## config.mk

```make
export PLATFORM = sky130hd
export DESIGN_NAME = bcd_serial_adder
export DESIGN_NICKNAME = d
export VERILOG_FILES = /design/src/rtl/bcd_pkg.sv /design/src/rtl/bcd_fadd_1digit.sv /design/src/rtl/bcd_serial_adder.sv
export SDC_FILE = /design/constraint.sdc
export NUM_CORES = 1
export LEC_CHECK = 0
export ABC_AREA = 0
export ABC_CLOCK_PERIOD_IN_PS = 6300
export CAP_MARGIN = 25
export CORE_ASPECT_RATIO = 0.9
export CORE_MARGIN = 3
export CORE_UTILIZATION = 56
export DETAILED_ROUTE_END_ITERATION = 10
export PLACE_DENSITY_LB_ADDON = 0.15
export SLEW_MARGIN = 40
export SYNTH_ARGS = -nofsm -noshare
export SYNTH_HDL_FRONTEND = slang
export SYNTH_SLANG_ARGS = --single-unit
```

## constraint.sdc

```tcl
create_clock -name clk -period 6.3 [get_ports clk]
set_clock_uncertainty 0.15 [all_clocks]
set_input_delay 0.945 -clock clk [delete_from_list [all_inputs] [get_ports clk]]
set_output_delay 0.945 -clock clk [all_outputs]
set_load 0.02 [all_outputs]
```

## src/rtl/bcd_pkg.sv

```systemverilog
// bcd_pkg: shared FSM encoding and BCD constants for the serial BCD adder
package bcd_pkg;
  typedef enum logic [1:0] {IDLE, ADD, DONE} state_t;
  localparam logic [3:0] BCD_MAX = 4'd9;
endpackage

```

## src/rtl/bcd_fadd_1digit.sv

```systemverilog
// bcd_fadd_1digit: one-digit BCD full adder with decimal carry
module bcd_fadd_1digit
  import bcd_pkg::*;
(
  input  logic [3:0] a,
  input  logic [3:0] b,
  input  logic       cin,
  output logic       cout,
  output logic [3:0] sum
);
  logic [4:0] raw;
  always_comb begin
    raw  = {1'b0, a} + {1'b0, b} + {4'b0, cin};
    cout = raw > {1'b0, BCD_MAX};
    sum  = cout ? 4'(raw + 5'd6) : raw[3:0];
  end
endmodule

```

## src/rtl/bcd_serial_adder.sv

```systemverilog
// bcd_serial_adder: adds two packed BCD operands one digit per cycle through a single digit adder
module bcd_serial_adder
  import bcd_pkg::*;
#(
  parameter int NDIGITS = 4
) (
  input  logic                 clk,
  input  logic                 rst_n,
  input  logic                 start,
  input  logic [4*NDIGITS-1:0] a_bcd,
  input  logic [4*NDIGITS-1:0] b_bcd,
  input  logic                 cin,
  output logic                 ready,
  output logic                 busy,
  output logic                 done,
  output logic [4*NDIGITS-1:0] sum_bcd,
  output logic                 cout,
  output logic                 err
);
  localparam int IDXW = NDIGITS > 1 ? $clog2(NDIGITS) : 1;
  state_t state_q, state_d;
  logic [IDXW-1:0] idx_q, idx_d;
  logic carry_q, carry_d, cout_q, cout_d, err_q, err_d;
  logic [4*NDIGITS-1:0] a_q, a_d, b_q, b_d, sum_q, sum_d;
  logic [3:0] da, db, dsum;
  logic dcarry;
  assign da = a_q[{idx_q, 2'b00} +: 4];
  assign db = b_q[{idx_q, 2'b00} +: 4];
  bcd_fadd_1digit u_fadd (
    .a   (da),
    .b   (db),
    .cin (carry_q),
    .cout(dcarry),
    .sum (dsum)
  );
  always_comb begin
    state_d = state_q;
    idx_d   = idx_q;
    carry_d = carry_q;
    a_d     = a_q;
    b_d     = b_q;
    sum_d   = sum_q;
    cout_d  = cout_q;
    err_d   = err_q;
    if (state_q == IDLE && start) begin
      a_d     = a_bcd;
      b_d     = b_bcd;
      carry_d = cin;
      sum_d   = '0;
      cout_d  = 1'b0;
      err_d   = 1'b0;
      idx_d   = '0;
      state_d = ADD;
    end else if (state_q == ADD) begin
      sum_d[{idx_q, 2'b00} +: 4] = dsum;
      carry_d = dcarry;
      err_d   = err_q | (da > BCD_MAX) | (db > BCD_MAX);
      if (idx_q == IDXW'(NDIGITS - 1)) begin
        cout_d  = dcarry;
        state_d = DONE;
      end else begin
        idx_d = idx_q + 1'b1;
      end
    end else if (state_q == DONE) begin
      state_d = IDLE;
    end
  end
  always_ff @(posedge clk or negedge rst_n) begin
    if (!rst_n) begin
      state_q <= IDLE;
      idx_q   <= '0;
      carry_q <= 1'b0;
      a_q     <= '0;
      b_q     <= '0;
      sum_q   <= '0;
      cout_q  <= 1'b0;
      err_q   <= 1'b0;
    end else begin
      state_q <= state_d;
      idx_q   <= idx_d;
      carry_q <= carry_d;
      a_q     <= a_d;
      b_q     <= b_d;
      sum_q   <= sum_d;
      cout_q  <= cout_d;
      err_q   <= err_d;
    end
  end
  assign ready   = state_q == IDLE;
  assign busy    = state_q == ADD;
  assign done    = state_q == DONE;
  assign sum_bcd = sum_q;
  assign cout    = cout_q;
  assign err     = err_q;
endmodule

```

==> results of run 1 <==
## kinds of logic (layout without fill, tap and decap cells)
logic type | Yosys count | in the layout | synth area share [%]
mux | 10 | 10 | 7.50
xor+xnor | 2 | 2 | 0.607
buf+inv | 21 | 74 | 3.68
fa+ha+maj | 13 | 13 | 6.16
compound gates | 47 | 47 | 11.7
simple gates | 147 | 147 | 22.6
flops | 55 | 55 | 47.7
## power breakdown
| part | leakage (nW) | total [mW] | switching, mW | internal, mW |
|---|---|---|---|---|
| Combinational | 1.00 | 0.0283 | 0.00929 | 0.0190 |
| Sequential | 0.690 | 0.353 | 0 | 0.353 |
| Clock | 0.0443 | 0.202 | 0.122 | 0.0797 |
## layout by cell type, fill, tap and decap left out, types with 2 or more instances in the layout
| cell | count |
|---|---|
| nand4_1 | 4 |
| a21oi_2 | 2 |
| a32o_1 | 2 |
| fa_1 | 2 |
| o31ai_1 | 2 |
| mux4_1 | 3 |
| inv_1 | 5 |
| xnor2_1 | 2 |
| a21o_1 | 2 |
| a22oi_1 | 2 |
| clkbuf_8 | 5 |
| o21ai_0 | 3 |
| a22o_1 | 3 |
| nor3b_1 | 2 |
| nor2b_1 | 5 |
| nand2b_1 | 3 |
| clkinv_4 | 2 |
| ha_1 | 11 |
| nand3_1 | 5 |
| o21ai_1 | 7 |
| nor3_1 | 3 |
| mux4_2 | 5 |
| inv_2 | 2 |
| a21oi_1 | 10 |
| clkdlybuf4s50_1 | 55 |
| buf_4 | 3 |
| nor2_1 | 8 |
| dfrtp_1 | 55 |
| a31oi_1 | 2 |
| nand2_1 | 107 |
## Yosys cell counts, types with 4 or more instances
cell type	count	share of area [%]
a21oi_1	10	1.7
clkbuf_1	9	1.2
dfrtp_1	55	48
ha_1	11	4.8
inv_1	5	0.65
mux4_2	5	3.9
nand2_1	107	14
nand3_1	5	0.87
nand4_1	4	0.87
nor2_1	8	1.0
nor2b_1	5	1.1
o21ai_1	7	1.2
## worst min-delay path: stages, from the launching register on
cell     delay [ps]
dfrtp_1         350
nand2_1          50
nand2_1          60
## flip-flops by register name (all words and copies together), names as in the netlist
signal   count
cout         1
state_q      2
a_q         16
err          1
idx_q        2
b_q         16
sum_bcd     16
carry_q      1
## area by class of cell
class / count / area [µm²]
clock inverters: 3 / 25.0
well taps: 65 / 81.3
repair buffers: 59 / 578
multi-input cells: 219 / 1400
clock buffers: 5 / 68.8
fillers: 388 / 1370
flip-flops and latches: 55 / 1380
inverters: 7 / 26.3
## worst min path at each step
stage,to,slack (ps)
after floorplan,a_q[14],290
after detailed placement,b_q[5],310
after global routing,b_q[6],360
final,b_q[6],330
after global placement,a_q[14],300
after CTS,b_q[6],330
## stage by stage
step / worst slack [ps] / std cells / instance area, µm²
detailed placement: 2210 / 405 / 3470
floorplan: 2700 / 295 / 2890
global placement: 2350 / 405 / 3470
finish: 2150 / 413 / 3560
CTS: 2170 / 413 / 3560
global route: 1910 / 413 / 3560
## metal layers
metal | vias up | wire length (µm)
met4 | 0 | 72
li1 | 1111 | -
met2 | 71 | 2840
met1 | 1067 | 2900
met3 | 8 | 338
met5 | - | 0
==> flow_summary.ini, run 1 <==
[die]
std_cell_rows = 24
dieHeight_um = 74.1
start_util_pct = 58.6
dieArea_mm2 = 0.00605
die_x_um = 81.7
core_mm2 = 0.00492
num_io_pins = 57

[placed_design]
port_buffers = 56
place_hpwl_um = 4370
gp_congestion = 0.877

[global_route]
grt_max_degree = 56
antenna_found_initial = 0
grt_util_met1_pct = 32.3
overflow = 0
busiest_layer = met2
grt_first_pass_wirelength_um = 10200
grtUsageTotal_pct = 22.1
grtUsageMet2_pct = 33.6
use_met3_pct = 5.33
grt_pass1_vias = 2170

[clocking]
clk_pin_slew_ps = 100
cts_setup_buffers = 0
clock_sinks = 55
clock_latency_ps = 320
postCtsHoldBufs = 0
cts_buffers = 5
h-tree-depth = 2
cts_tree = yes
clockBufferDepth = 2
ctsResizeCount = 0
cts-root-buf = clkbuf_8

[detailed_routing]
wl_per_cell_um = 14.9
drcViolationCount = 0
drtIter0Drc = 157
vias_per_cell = 5.46
drt_pass1_iterations = 4
via_count = 2257
wirelength_um = 6150
ant_nets = 0

[power_and_ir_drop]
powerDensity_mw_per_mm2 = 164
peakVddDrop_mv = 0.140
p_leak_nw = 1.74
power_mw = 0.583

[min_path]
min_from = b_q[6]
hold_class = reg -> reg
hold_depth = 2

[job]
maxCapViolations = 0

[timing]
worstMarginPinSlew_ps = 717
holdWs_ps = 330
fin_crit_ps = 4150
post-route-period-util_pct = 65.9
finalSetupViolCount = 0
hold_violations = 0
max_freq_mhz = 241
setup_tns_ps = 0
relSlewSlack_pct = 52.2
rsz0062_at_grt = no
final_max_slew_viol_count = 0

[setup_path]
r2r_slack_ps = 2150
critPathCapture = sum_bcd[10]
worst-path-buf-inv = 0
worstPathArrival_ps = 4220
required_ps = 6370
crit_chain = mux4_2, fa_1, fa_1, xnor2_1, ha_1, nor2b_1, a21oi_1, nand3_1, o211ai_2, a32o_1
critical_path_depth = 10
crit_start = idx_q[0]
crit_family = adder cells
r2r_end = sum_bcd[10]
setup.worst_path.start_class = flop
path_common_cell = fa_1
ff2ff_path_depth = 10
critPathKind = reg -> reg
max_stage_delay_ps = 820
critPathCaptureType = flop
cpMaxStageDelayCell = dfrtp_1
path_max_fanout = 15
worstReg2RegStart = idx_q[0]

[synth]
yosysWarnings = 0
netlist_instances = 295
syn-num-nets = 344
synth_area_mm2 = 0.00289
synth.distinct_cells = 54
synth_seq_area_share_pct = 47.7
async_flop_share_pct = 100
synth_flop_cell = dfrtp_1
yosys_register_bits = 55
synth.avg_cell_area_um2 = 9.78
synth_edf_count = 0

[finish]
drive_above_1_share_pct = 9.20
layout.nets = 396
n_antenna_cell = 0
syn_to_final_growth_pct = 23.3
post-route-util_pct = 72.3

[outcome]
outcome = completed
Note: power is estimated with default switching activity, not from simulation.
==> run 2: changes to the inputs <==
- ABC_CLOCK_PERIOD_IN_PS: 6300 -> 4110
- CORE_UTILIZATION: 56 -> 52
- clock period: 6.3 -> 4.11 ns (I/O delays scaled with it)
==> flow_summary.ini, run 2 (synthesized netlist as in run 1, its figures left out) <==
[detailed_routing]
drt_pass1_iterations = 4
ant_nets = 0
vias_per_cell = 5.32
drtIter0Drc = 121
wl_per_cell_um = 15.4
drcViolationCount = 0
via_count = 2213
wirelength_um = 6400

[setup_path]
crit_chain = mux4_2, fa_1, fa_1, inv_1, ha_1, nor2b_1, a211o_1, nand3_1, o211ai_2, a32o_1
required_ps = 4160
path_max_fanout = 7
setup.worst_path.start_class = flop
crit_family = adder cells
worstPathArrival_ps = 3870
critPathKind = reg -> reg
cpMaxStageDelayCell = mux4_2
critPathCaptureType = flop
path_common_cell = fa_1
worst-path-buf-inv = 1
max_stage_delay_ps = 590

[finish]
layout.nets = 398
layout_commonest_cell = nand2_1
syn_to_final_growth_pct = 24.2
mostFrequentLayoutCells = 107 x nand2_1, 55 x dfrtp_1, 55 x clkdlybuf4s50_1
drive_above_1_share_pct = 9.17
fillers = 453
n_antenna_cell = 0
regArea_mm2 = 0.00138
multi_input_area_mm2 = 0.00140

[clocking]
ctsResizeCount = 0
clk_pin_slew_ps = 90
postCtsHoldBufs = 0
cts_setup_buffers = 0
clockBufferDepth = 2
cts-root-buf = clkbuf_8
clock_latency_ps = 300
clock_sinks = 55
cts_buffers = 5
cts_tree = yes
h-tree-depth = 2

[timing]
setup_tns_ps = 0
rsz0062_at_grt = no
worstMarginPinSlew_ps = 698
max_freq_mhz = 262
hold_violations = 0
relSlewSlack_pct = 53.5
fin_crit_ps = 3810
final_max_slew_viol_count = 0
finalSetupViolCount = 0
post-route-period-util_pct = 92.8

[placed_design]
port_buffers = 56
place_hpwl_um = 4740
gp_congestion = 0.989

[power_and_ir_drop]
p_leak_nw = 1.75
peakVddDrop_mv = 0.174
power_mw = 0.927
powerDensity_mw_per_mm2 = 258

[global_route]
overflow = 0
antenna_found_initial = 0
grtUsageTotal_pct = 20.6
grt_max_degree = 56
grt_first_pass_wirelength_um = 10800
grt_pass1_vias = 2209

[die]
core_mm2 = 0.00532
std_cell_rows = 25
start_util_pct = 54.3
num_io_pins = 57
dieArea_mm2 = 0.00648
die_x_um = 84.5
dieHeight_um = 76.7

[min_path]
hold_class = in -> async

[outcome]
outcome = completed

[job]
maxCapViolations = 0
-- run 2: cell count changes in the layout (fill, tap and decap cells not counted) --
cell        previous run  this run
bufinv_16              0         1
buf_4                  3         5
clkinvlp_4             1         0
clkinv_4               2         0
clkbuf_1               0         1
-- run 2: final cells by class --
class,instances,area share [%]
sequential,55,38.4
tap,67,2.34
clock buffer,6,2.02
multi-input combinational,219,39.1
timing repair buffer,61,16.5
clock inverter,1,0.837
inverter,7,0.733
-- run 2: final timing paths --
check,start,endpoint,slack (ps),cells after the start
max,idx_q[0],sum_bcd[10],300,10
min,rst_n,sum_bcd[1],290,2
max reg2reg,idx_q[0],sum_bcd[10],300,10
min reg2reg,a_q[12],a_q[12],330,2
max in group asynchronous,rst_n,err,3070,2
min in group clk,a_q[12],a_q[12],330,2
-- run 2: metrics by stage --
stage                     cell area [µm²]  setup WS (ps)  hold slack (ps)  utilization [%]  std cells
after floorplan                      2890            513              171                -        295
after global placement               3480            418              303             65.5        409
after detailed placement             3480            304              311             65.5        409
after CTS                            3590            289              307             67.4        416
after global routing                 3590            109              335             67.4        416
final                                3590            297              287             67.4        416
-- run 2: routing by layer --
metal  track usage (%)  wire (µm)  vias up
met4              5.22         50        0
met5                 0          0        -
met1              29.8       3150     1054
li1                  -          -     1114
met2              32.3       2940       39
met3              3.76        256        6
-- run 2: worst reg2reg max path, stage by stage, from the launching register on --
cell and delay, ps:
dfrtp_1 580, mux4_2 590, fa_1 460, fa_1 590, inv_1 130, ha_1 250
nor2b_1 170, a211o_1 300, nand3_1 130, o211ai_2 140, a32o_1 220
-- run 2: where the power goes --
part / total [mW] / internal, mW / switching, mW
Sequential: 0.541 / 0.541 / 0
Clock: 0.342 / 0.179 / 0.164
Combinational: 0.0437 / 0.0291 / 0.0146
==> run 3: changes to the inputs <==
- SLEW_MARGIN: 40 -> unset
==> results of run 3 <==
No change in the layout: final DEF, timing and power equal those of run 2.
